$ cat src/rtl/sdram_port_arbiter_if.sv
// sdram_port_arbiter_if
// Bundles the three requester ports (video, CPU, DMA) and the SDRAM
// controller request/response port that the arbiter sits between.
//   slave  : arbiter side (takes requests, drives acks, rdata and sd_*)
//   master : environment side (requesters plus SDRAM controller)
// Requester signals: *_req, *_addr, *_wr, *_wdata, *_dqm in; *_ack, rdata out.
// Controller signals: sd_req, sd_wr, sd_addr, sd_wdata, sd_dqm out;
//                     sd_ack, sd_done, sd_rdata in.
interface sdram_port_arbiter_if #(
  parameter int ADDR_W = 24
);
  logic              vid_req;
  logic              cpu_req;
  logic              dma_req;
  logic [ADDR_W-1:0] vid_addr;
  logic [ADDR_W-1:0] cpu_addr;
  logic [ADDR_W-1:0] dma_addr;
  logic              cpu_wr;
  logic              dma_wr;
  logic [15:0]       cpu_wdata;
  logic [15:0]       dma_wdata;
  logic [1:0]        cpu_dqm;
  logic [1:0]        dma_dqm;
  logic              vid_ack;
  logic              cpu_ack;
  logic              dma_ack;
  logic [15:0]       rdata;

  logic              sd_req;
  logic              sd_wr;
  logic [ADDR_W-1:0] sd_addr;
  logic [15:0]       sd_wdata;
  logic [1:0]        sd_dqm;
  logic              sd_ack;
  logic              sd_done;
  logic [15:0]       sd_rdata;

  modport slave (
    input  vid_req, cpu_req, dma_req,
    input  vid_addr, cpu_addr, dma_addr,
    input  cpu_wr, dma_wr, cpu_wdata, dma_wdata, cpu_dqm, dma_dqm,
    output vid_ack, cpu_ack, dma_ack, rdata,
    output sd_req, sd_wr, sd_addr, sd_wdata, sd_dqm,
    input  sd_ack, sd_done, sd_rdata
  );

  modport master (
    output vid_req, cpu_req, dma_req,
    output vid_addr, cpu_addr, dma_addr,
    output cpu_wr, dma_wr, cpu_wdata, dma_wdata, cpu_dqm, dma_dqm,
    input  vid_ack, cpu_ack, dma_ack, rdata,
    input  sd_req, sd_wr, sd_addr, sd_wdata, sd_dqm,
    output sd_ack, sd_done, sd_rdata
  );
endinterface

$ cat src/rtl/sdram_port_arbiter.sv
// sdram_port_arbiter
// Shares one SDRAM controller request port between video fetch (fixed
// priority, read-only), the CPU and the SD/SPI DMA engine (round-robin
// between the two). A starvation counter caps consecutive video grants
// while CPU or DMA is waiting. One transaction in flight at a time.
// Ports:
//   clk   - system clock, rising edge
//   reset - synchronous, active-high
//   bus   - sdram_port_arbiter_if.slave (requester and controller signals)
//
// state    | meaning
// ---------+-----------------------------------------------------------
// S_IDLE   | pick a winner from the sampled requests, load sd_* fields
// S_ISSUE  | sd_req high, fields frozen until the controller takes it
// S_WAIT   | request accepted, waiting for sd_done
// S_RETIRE | port ack and rdata valid for this one cycle
module sdram_port_arbiter #(
  parameter int ADDR_W       = 24,
  parameter int STARVE_LIMIT = 8
) (
  input  logic                 clk,
  input  logic                 reset,
  sdram_port_arbiter_if.slave  bus
);

  typedef enum logic [1:0] {S_IDLE, S_ISSUE, S_WAIT, S_RETIRE} state_t;
  typedef enum logic [1:0] {G_VID, G_CPU, G_DMA} gnt_t;

  localparam logic [7:0] LIMIT = 8'(STARVE_LIMIT);

  state_t            state_q, state_d;
  gnt_t              gnt_q, gnt_d;
  logic              sd_req_q, sd_req_d;
  logic              sd_wr_q, sd_wr_d;
  logic [ADDR_W-1:0] sd_addr_q, sd_addr_d;
  logic [15:0]       sd_wdata_q, sd_wdata_d;
  logic [1:0]        sd_dqm_q, sd_dqm_d;
  logic [2:0]        ack_q, ack_d;       // {dma, cpu, vid}
  logic [15:0]       rdata_q, rdata_d;
  logic [7:0]        cnt_q, cnt_d;
  logic              cpu_next_q, cpu_next_d;
  logic              other_pend;
  logic [2:0]        gnt_ack;

  always_comb begin
    state_d    = state_q;
    gnt_d      = gnt_q;
    sd_req_d   = sd_req_q;
    sd_wr_d    = sd_wr_q;
    sd_addr_d  = sd_addr_q;
    sd_wdata_d = sd_wdata_q;
    sd_dqm_d   = sd_dqm_q;
    ack_d      = 3'b000;
    rdata_d    = rdata_q;
    cnt_d      = cnt_q;
    cpu_next_d = cpu_next_q;
    other_pend = bus.cpu_req | bus.dma_req;

    case (gnt_q)
      G_VID:   gnt_ack = 3'b001;
      G_CPU:   gnt_ack = 3'b010;
      default: gnt_ack = 3'b100;
    endcase

    case (state_q)
      S_IDLE: begin
        if (bus.vid_req && (cnt_q < LIMIT || !other_pend)) begin
          gnt_d      = G_VID;
          sd_addr_d  = bus.vid_addr;
          sd_wr_d    = 1'b0;
          sd_wdata_d = '0;
          sd_dqm_d   = 2'b00;
          sd_req_d   = 1'b1;
          state_d    = S_ISSUE;
          // Only reachable with other_pend when cnt_q < LIMIT, so the
          // increment saturates at LIMIT by construction.
          if (other_pend) cnt_d = cnt_q + 8'd1;
        end else if (bus.cpu_req && (cpu_next_q || !bus.dma_req)) begin
          gnt_d      = G_CPU;
          sd_addr_d  = bus.cpu_addr;
          sd_wr_d    = bus.cpu_wr;
          sd_wdata_d = bus.cpu_wdata;
          sd_dqm_d   = bus.cpu_dqm;
          sd_req_d   = 1'b1;
          state_d    = S_ISSUE;
          cnt_d      = '0;
          cpu_next_d = 1'b0;
        end else if (bus.dma_req) begin
          gnt_d      = G_DMA;
          sd_addr_d  = bus.dma_addr;
          sd_wr_d    = bus.dma_wr;
          sd_wdata_d = bus.dma_wdata;
          sd_dqm_d   = bus.dma_dqm;
          sd_req_d   = 1'b1;
          state_d    = S_ISSUE;
          cnt_d      = '0;
          cpu_next_d = 1'b1;
        end
      end
      S_ISSUE: begin
        if (bus.sd_ack) begin
          sd_req_d = 1'b0;
          // Accept and completion in the same cycle skip WAIT entirely.
          if (bus.sd_done) begin
            rdata_d = bus.sd_rdata;
            ack_d   = gnt_ack;
            state_d = S_RETIRE;
          end else begin
            state_d = S_WAIT;
          end
        end
      end
      S_WAIT: begin
        if (bus.sd_done) begin
          rdata_d = bus.sd_rdata;
          ack_d   = gnt_ack;
          state_d = S_RETIRE;
        end
      end
      S_RETIRE: state_d = S_IDLE;
      default:  state_d = S_IDLE;
    endcase
  end

  always_ff @(posedge clk) begin
    if (reset) begin
      state_q    <= S_IDLE;
      gnt_q      <= G_VID;
      sd_req_q   <= 1'b0;
      sd_wr_q    <= 1'b0;
      sd_addr_q  <= '0;
      sd_wdata_q <= '0;
      sd_dqm_q   <= 2'b11;
      ack_q      <= 3'b000;
      rdata_q    <= '0;
      cnt_q      <= '0;
      cpu_next_q <= 1'b1;
    end else begin
      state_q    <= state_d;
      gnt_q      <= gnt_d;
      sd_req_q   <= sd_req_d;
      sd_wr_q    <= sd_wr_d;
      sd_addr_q  <= sd_addr_d;
      sd_wdata_q <= sd_wdata_d;
      sd_dqm_q   <= sd_dqm_d;
      ack_q      <= ack_d;
      rdata_q    <= rdata_d;
      cnt_q      <= cnt_d;
      cpu_next_q <= cpu_next_d;
    end
  end

  assign bus.sd_req   = sd_req_q;
  assign bus.sd_wr    = sd_wr_q;
  assign bus.sd_addr  = sd_addr_q;
  assign bus.sd_wdata = sd_wdata_q;
  assign bus.sd_dqm   = sd_dqm_q;
  assign bus.vid_ack  = ack_q[0];
  assign bus.cpu_ack  = ack_q[1];
  assign bus.dma_ack  = ack_q[2];
  assign bus.rdata    = rdata_q;

endmodule
$ cat src/flat_wrapper.sv
// flat-port wrapper written by rule: the top's interface ports become plain ports
module sdram_port_arbiter_flat 
#(
  parameter int ADDR_W       = 24,
  parameter int STARVE_LIMIT = 8
)
  (clk, reset, bus_vid_req, bus_cpu_req, bus_dma_req, bus_vid_addr, bus_cpu_addr, bus_dma_addr, bus_cpu_wr, bus_dma_wr, bus_cpu_wdata, bus_dma_wdata, bus_cpu_dqm, bus_dma_dqm, bus_vid_ack, bus_cpu_ack, bus_dma_ack, bus_rdata, bus_sd_req, bus_sd_wr, bus_sd_addr, bus_sd_wdata, bus_sd_dqm, bus_sd_ack, bus_sd_done, bus_sd_rdata);
  sdram_port_arbiter_if #(.ADDR_W(ADDR_W)) bus_i ();
  input  logic clk;
  input  logic reset;
  input wire logic [$bits(bus_i.vid_req)-1:0] bus_vid_req;
  input wire logic [$bits(bus_i.cpu_req)-1:0] bus_cpu_req;
  input wire logic [$bits(bus_i.dma_req)-1:0] bus_dma_req;
  input wire logic [$bits(bus_i.vid_addr)-1:0] bus_vid_addr;
  input wire logic [$bits(bus_i.cpu_addr)-1:0] bus_cpu_addr;
  input wire logic [$bits(bus_i.dma_addr)-1:0] bus_dma_addr;
  input wire logic [$bits(bus_i.cpu_wr)-1:0] bus_cpu_wr;
  input wire logic [$bits(bus_i.dma_wr)-1:0] bus_dma_wr;
  input wire logic [$bits(bus_i.cpu_wdata)-1:0] bus_cpu_wdata;
  input wire logic [$bits(bus_i.dma_wdata)-1:0] bus_dma_wdata;
  input wire logic [$bits(bus_i.cpu_dqm)-1:0] bus_cpu_dqm;
  input wire logic [$bits(bus_i.dma_dqm)-1:0] bus_dma_dqm;
  output wire logic [$bits(bus_i.vid_ack)-1:0] bus_vid_ack;
  output wire logic [$bits(bus_i.cpu_ack)-1:0] bus_cpu_ack;
  output wire logic [$bits(bus_i.dma_ack)-1:0] bus_dma_ack;
  output wire logic [$bits(bus_i.rdata)-1:0] bus_rdata;
  output wire logic [$bits(bus_i.sd_req)-1:0] bus_sd_req;
  output wire logic [$bits(bus_i.sd_wr)-1:0] bus_sd_wr;
  output wire logic [$bits(bus_i.sd_addr)-1:0] bus_sd_addr;
  output wire logic [$bits(bus_i.sd_wdata)-1:0] bus_sd_wdata;
  output wire logic [$bits(bus_i.sd_dqm)-1:0] bus_sd_dqm;
  input wire logic [$bits(bus_i.sd_ack)-1:0] bus_sd_ack;
  input wire logic [$bits(bus_i.sd_done)-1:0] bus_sd_done;
  input wire logic [$bits(bus_i.sd_rdata)-1:0] bus_sd_rdata;
  assign bus_i.vid_req = bus_vid_req;
  assign bus_i.cpu_req = bus_cpu_req;
  assign bus_i.dma_req = bus_dma_req;
  assign bus_i.vid_addr = bus_vid_addr;
  assign bus_i.cpu_addr = bus_cpu_addr;
  assign bus_i.dma_addr = bus_dma_addr;
  assign bus_i.cpu_wr = bus_cpu_wr;
  assign bus_i.dma_wr = bus_dma_wr;
  assign bus_i.cpu_wdata = bus_cpu_wdata;
  assign bus_i.dma_wdata = bus_dma_wdata;
  assign bus_i.cpu_dqm = bus_cpu_dqm;
  assign bus_i.dma_dqm = bus_dma_dqm;
  assign bus_vid_ack = bus_i.vid_ack;
  assign bus_cpu_ack = bus_i.cpu_ack;
  assign bus_dma_ack = bus_i.dma_ack;
  assign bus_rdata = bus_i.rdata;
  assign bus_sd_req = bus_i.sd_req;
  assign bus_sd_wr = bus_i.sd_wr;
  assign bus_sd_addr = bus_i.sd_addr;
  assign bus_sd_wdata = bus_i.sd_wdata;
  assign bus_sd_dqm = bus_i.sd_dqm;
  assign bus_i.sd_ack = bus_sd_ack;
  assign bus_i.sd_done = bus_sd_done;
  assign bus_i.sd_rdata = bus_sd_rdata;
  sdram_port_arbiter #(.ADDR_W(ADDR_W), .STARVE_LIMIT(STARVE_LIMIT)) u_core (.clk(clk), .reset(reset), .bus(bus_i));
endmodule
$ cat config.mk
export PLATFORM = sky130hd
export DESIGN_NAME = sdram_port_arbiter_flat
export DESIGN_NICKNAME = d
export VERILOG_FILES = /design/src/rtl/sdram_port_arbiter_if.sv /design/src/rtl/sdram_port_arbiter.sv /design/src/flat_wrapper.sv
export SDC_FILE = /design/constraint.sdc
export NUM_CORES = 1
export LEC_CHECK = 0
export BUFFER_PORTS_ARGS = -buffer_cell sky130_fd_sc_hd__buf_4
export CAP_MARGIN = 20
export CORE_UTILIZATION = 30
export DETAILED_ROUTE_END_ITERATION = 7
export GPL_ROUTABILITY_DRIVEN = 0
export SETUP_SLACK_MARGIN = 0.5
export SYNTH_ARGS = -nofsm -noshare
export SYNTH_HDL_FRONTEND = slang
export SYNTH_SLANG_ARGS = --single-unit
export TNS_END_PERCENT = 1
$ cat constraint.sdc
create_clock -name clk -period 1.6 [get_ports clk]
set_input_delay 0.08 -clock clk [delete_from_list [all_inputs] [get_ports clk]]
set_output_delay 0.08 -clock clk [all_outputs]
set_load 0.02 [all_outputs]
==> flow_summary.yaml, run 1 <==
timing:
  worst_slew_pin_slew_ns: 0.631
  finClkSkew_ns: 0.00941
  fmax_mhz: 650
  hold_viol: 0
  min_period_over_period_pct: 96.2
  report.final.slew_viol_count: 0
  relSlewSlack_pct: 57.9
  holdWs_ns: 0.0107
  setup_violations: 0
  fin_crit_ns: 1.54
  grt_setup_unrepaired: "yes"
global_route:
  grt_max_degree: 47
  grt_pass1_wl_um: 19100
  grt_remaining_overflow: 0
  grt_pass1_vias: 4019
  grt_util_all_layers_pct: 20.6
  grt_antenna_before_repair: 0
routing:
  drt-total-wl_um: 12500
  first_pass_iters: 4
  drc: 0
  routed_via_density: 5.21
  via_count: 3967
  drtAntennaViolNets: 0
  initialDrtViolationCount: 185
  wire_per_inst_um: 16.4
critical_path:
  worstSetupPathType: "reg -> reg"
  end_kind: "flip-flop"
  cp.arrival_ns: 1.80
  cp_max_fo: 8
  startpoint_type: "flip-flop"
  cp.required_ns: 1.86
  rrSetupSlack_ns: 0.06
clock_tree:
  cts_buffers: 9
  cts-root-buf: "clkbuf_16"
  clkTransAtPathRegs_ns: 0.07
  clk_latency_ns: 0.33
  cts_buffer_depth: 2
  cts_num_sinks: 76
  htree_levels: 3
  cts_tree: "done"
power_and_ir_drop:
  peakVddDrop_mv: 0.732
  p_leak_nw: 2.95
  powerDensity_nw_per_um2: 1620
finish:
  antenna_cells: 0
  design_area_sq_um: 6460
  layout_common_cells: "buf_4 (214), dfxtp_1 (72), dlygate4sd3_1 (44)"
  seq_area_sq_um: 1530
  multi_input_area_sq_um: 1910
  final_common_cell: "buf_4"
  fillers: 912
  final_nets: 754
  syn_to_final_growth_pct: 87.9
  drive_gt1_share_pct: 46.1
place:
  dp_hpwl_um: 8140
  portBuffers: 195
  place_area_sq_um: 5230
floorplanning:
  die_h_um: 109
  ios: 196
  rows: 38
  dieArea_sq_um: 11900
  chipWidth_um: 109
  start_util_pct: 31.3
  coreArea_sq_um: 11000
job:
  drv_cap: 0
logic_synthesis:
  yosysTopAreaCell: "dfxtp_1"
  yosysWarningCount: 0
  avgSynthCellArea_sq_um: 9.45
  synth_fp_nets: 501
  synth_top_area_share_pct: 44.3
  ys_types: 40
  synthTopCellsByArea: "dfxtp_1 (44%), a22oi_1 (6.1%), o221ai_1 (6.1%)"
  netlist_area_sq_um: 3440
  ys_seq_area_share_pct: 44.3
  synth_cells: 364
  ys_ff_latch: 76
outcome:
  outcome: "completed"
hold_path:
  holdCritPathClass: "in -> reg"
[metal layers]
layer,up-vias,global-route usage [%],wire length [um]
met3,16,5.26,986
met5,-,0,0
met1,1848,24.1,5140
met2,168,36.8,6190
met4,0,5.98,172
li1,1935,-,-
[stage by stage]
step                power, mW  util, %  setup TNS, ns  setup slack [ns]  instances
floorplan                4.92        -              0            0.0441        364
detailed placement       6.73     47.6          -3.42            -0.179        690
CTS                      10.0     57.2              0            0.0800        757
global route             11.1     58.8        -0.0143          -0.00830        762
finish                   10.5     58.8              0            0.0605        762
global placement         6.64     47.6          -1.20           -0.0767        690
[worst paths after layout]
check / start / endpoint / depth (start not counted)
setup reg to reg: u_core.state_q[0] / u_core.bus.sd_addr[13] / 8
setup / recovery: u_core.state_q[0] / u_core.bus.sd_addr[13] / 8
hold / removal: bus_sd_rdata[1] / u_core.bus.rdata[1] / 3
hold reg to reg: u_core.gnt_q[1] / u_core.ack_q[2] / 2
[sequential cells by signal (all words and copies together) (netlist names)]
register and flops:
u_core.ack_q 3, u_core.bus.rdata 16, u_core.bus.sd_addr 24, u_core.bus.sd_dqm 2, u_core.bus.sd_req 1, u_core.bus.sd_wdata 16, u_core.bus.sd_wr 1, u_core.cnt_q 8
u_core.cpu_next_q 1, u_core.gnt_q 2, u_core.state_q 2
[where the power goes]
| group | total [mW] | switching, mW | internal [mW] |
|---|---|---|---|
| clock | 2.51 | 0.815 | 1.70 |
| combinational | 5.25 | 2.47 | 2.77 |
| sequential | 2.74 | 0.364 | 2.38 |
| total | 10.5 | 3.65 | 6.84 |
[synthesized netlist by cell type]
cell type  instances
a21oi_1            7
a221oi_1           1
nand3_1            3
a21o_1             1
o221ai_1          24
o21a_1             1
nor3b_1            2
ha_1               4
nor2_1            28
a221o_1           16
o21ai_0            5
nor4_2             1
a222oi_1           1
clkbuf_1          30
and4_1             2
buf_2              5
inv_1              7
nor3b_2            1
nand4b_1           1
a2111oi_0          1
nand4_1            2
or2_2              1
a31oi_1            2
a22oi_1           28
and2_1             1
a211oi_1           1
dfxtp_1           76
xnor2_1            3
nor3_1             3
o22ai_1           24
mux2i_1           17
a41oi_1            1
and3_1            17
nand2b_1           4
o211ai_1          24
xor2_1             2
nand2_1           10
nor2b_1            3
o21ai_1            2
buf_6              2
[kinds of logic after synthesis]
family                     Yosys count  synth area share (%)
buffers and inverters               44                  5.42
adders and majority gates            4                  1.46
and+or+nand+nor                     79                  12.0
xor gates and xnor gates             5                  1.27
DFF                                 76                  44.3
muxes                               17                  4.95
AOI/OAI and AO/OA                  139                  30.6
[layout make-up]
type | count | area share [%]
Clock buffer | 9 | 3.49
Clock inverter | 7 | 2.27
Inverter | 7 | 0.484
Multi-Input combinational cell | 244 | 29.6
Sequential cell | 76 | 23.6
Tap cell | 140 | 2.71
Timing Repair Buffer | 279 | 37.8
[worst max-delay path, cell delays in order (launching register included)]
cell and delay (ns):
dfxtp_2 0.34, inv_4 0.08, ha_4 0.17, buf_6 0.10, nor2b_4 0.15, buf_12 0.17, clkbuf_16 0.17, o221ai_1 0.11
o22ai_1 0.19
[what timing repair did]
action / in CTS / in global routing
pin swaps: 12 / 43
endpoints found under the setup margin: 76 / 76
gates resized for setup: 31 / 19
hold endpoints to repair: 28 / 0
hold buffers: 44 / 0
setup buffers: 5 / 1
cloned: 2 / 4
No activity file was read; power rests on OpenSTA's default activity.
==> run 2: changes to the inputs <==
--- a/config.mk
+++ b/config.mk
@@ -10,6 +10,7 @@
 export CORE_UTILIZATION = 30
 export DETAILED_ROUTE_END_ITERATION = 7
 export GPL_ROUTABILITY_DRIVEN = 0
+export RECOVER_POWER = 25
 export SETUP_SLACK_MARGIN = 0.5
 export SYNTH_ARGS = -nofsm -noshare
 export SYNTH_HDL_FRONTEND = slang
==> run 2 against run 1 <==
Hold slack worse by 0.0013 ns. Register-to-register slack hardly changed. First-iteration DRC count is 6.5% lower. Count of clock-buffer cells in the layout stayed put. Clock skew hardly changed. Cell count stayed put. Utilization is 1.0 points lower. Die area stayed put. Routed wire length is 0.75% higher. Non-clock buffer count stayed put. Sequential share of layout area is 0.42 points higher. Via count is 0.40% higher.
==> flow_summary.yaml, run 2 (synthesis results as in run 1) <==
timing:
  relSlewSlack_pct: 58.1
  setup_violations: 0
  fin_setup_tns_ns: 0
  grt_setup_unrepaired: "yes"
  finClkSkew_ns: 0.00925
  fin_crit_ns: 1.54
  min_period_over_period_pct: 96.4
  worst_slew_pin_slew_ns: 0.629
  fmax_mhz: 648
  report.final.slew_viol_count: 0
  hold_viol: 0
finish:
  design_area_sq_um: 6350
  fillers: 947
  final_nets: 754
  layout_common_cells: "buf_4 (184), dfxtp_1 (72), dlygate4sd3_1 (44)"
  largest_reg_flops: 24
  final_common_cell: "buf_4"
  drive_gt1_share_pct: 41.3
  syn_to_final_growth_pct: 84.6
  antenna_cells: 0
global_route:
  grt_pass1_vias: 4019
  grt_pass1_wl_um: 19100
  grt_antenna_before_repair: 0
  grt_remaining_overflow: 0
  grt_max_degree: 47
  grt_util_all_layers_pct: 20.6
critical_path:
  critPathBufInv: 4
  slowest_stage: "dfxtp_2"
  worstPathCellList: "inv_4, ha_4, buf_6, nor2b_4, buf_12, clkbuf_16, o221ai_1, o22ai_1"
  crit_family: "buffers and inverters"
  end_kind: "flip-flop"
  cp.required_ns: 1.86
  startpoint_type: "flip-flop"
  worstSetupPathType: "reg -> reg"
  cp.arrival_ns: 1.80
  critPathMaxStageDelay_ns: 0.34
  cp_max_fo: 8
routing:
  drt-total-wl_um: 12600
  first_pass_iters: 4
  drc: 0
  initialDrtViolationCount: 173
  wire_per_inst_um: 16.5
  drtAntennaViolNets: 0
  routed_via_density: 5.23
  via_count: 3983
place:
  place_area_sq_um: 5230
  portBuffers: 195
  dp_hpwl_um: 8140
floorplanning:
  chipWidth_um: 109
  rows: 38
  start_util_pct: 31.3
  ios: 196
  dieArea_sq_um: 11900
  die_h_um: 109
  coreArea_sq_um: 11000
power_and_ir_drop:
  peakVddDrop_mv: 0.732
  powerDensity_nw_per_um2: 1640
  p_leak_nw: 2.83
clock_tree:
  cts-root-buf: "clkbuf_16"
  cts_buffer_depth: 2
  cts_tree: "done"
  clkTransAtPathRegs_ns: 0.07
  clk_latency_ns: 0.33
  cts_buffers: 9
  htree_levels: 3
  cts_num_sinks: 76
outcome:
  outcome: "completed"
job:
  drv_cap: 0
hold_path:
  holdCritPathClass: "in -> reg"
run 2: changes by cell type in the layout (fill, tap and decap cells not counted):
cell      previous run  this run
buf_4              214       184
clkbuf_1             0        30
run 2: routing by layer:
layer	global-route usage, %	part of all wire (%)	vias to the layer above
met2	36.8	49	167
li1	-	-	1935
met5	0	0	-
met3	5.26	7.8	17
met1	24.1	42	1864
met4	5.98	1.4	0
run 2: final timing paths:
kind / startpoint / to / slack [ns] / cells past startpoint
hold / removal: bus_sd_rdata[1] / u_core.bus.rdata[1] / 0.009 / 3
setup / recovery: u_core.state_q[0] / u_core.bus.sd_addr[13] / 0.06 / 8
setup reg to reg: u_core.state_q[0] / u_core.bus.sd_addr[13] / 0.06 / 8
hold reg to reg: u_core.gnt_q[1] / u_core.ack_q[2] / 0.47 / 2
run 2: worst reg2reg max path, cell delays in order (launching register included):
cell	delay (ns)
dfxtp_2	0.34
inv_4	0.08
ha_4	0.17
buf_6	0.10
nor2b_4	0.15
buf_12	0.17
clkbuf_16	0.17
o221ai_1	0.11
o22ai_1	0.19
run 2: stage by stage:
step | std cells | worst slack, ns | utilization (%) | total power, mW | hold slack [ns]
after floorplan | 364 | 0.0441 | - | 4.92 | 0.218
after global placement | 690 | -0.0767 | 47.6 | 6.64 | 0.305
after detailed placement | 690 | -0.179 | 47.6 | 6.73 | 0.307
after CTS | 757 | 0.0800 | 57.2 | 10.0 | 0.00119
after global routing | 762 | -0.00830 | 57.8 | 11.0 | 0.00865
final | 762 | 0.0575 | 57.8 | 10.4 | 0.00935
run 2: power by group:
group	switching, mW	leakage [nW]	internal, mW
Combinational	2.48	2.02	2.69
Clock	0.822	0.181	1.70
Sequential	0.363	0.625	2.38
Total	3.66	2.83	6.76
run 2: repair_timing:
| action | CTS | global route |
|---|---|---|
| gates resized for setup | 31 | 19 |
| cloned | 2 | 4 |
| buffers inserted | 5 | 1 |
| pin swaps | 12 | 43 |
| hold buffers | 44 | 0 |
| hold endpoints to repair | 28 | 0 |
| setup endpoints to repair | 76 | 76 |
run 2: area by class of cell:
class	instances	area, sq um	share of cell area [%]
clock buffer	9	225	3.55
clock inverter	7	146	2.31
inverter	7	31.3	0.493
multi-input combinational	244	1910	30.1
tap	140	175	2.76
sequential	76	1530	24.0
timing repair buffer	279	2330	36.7
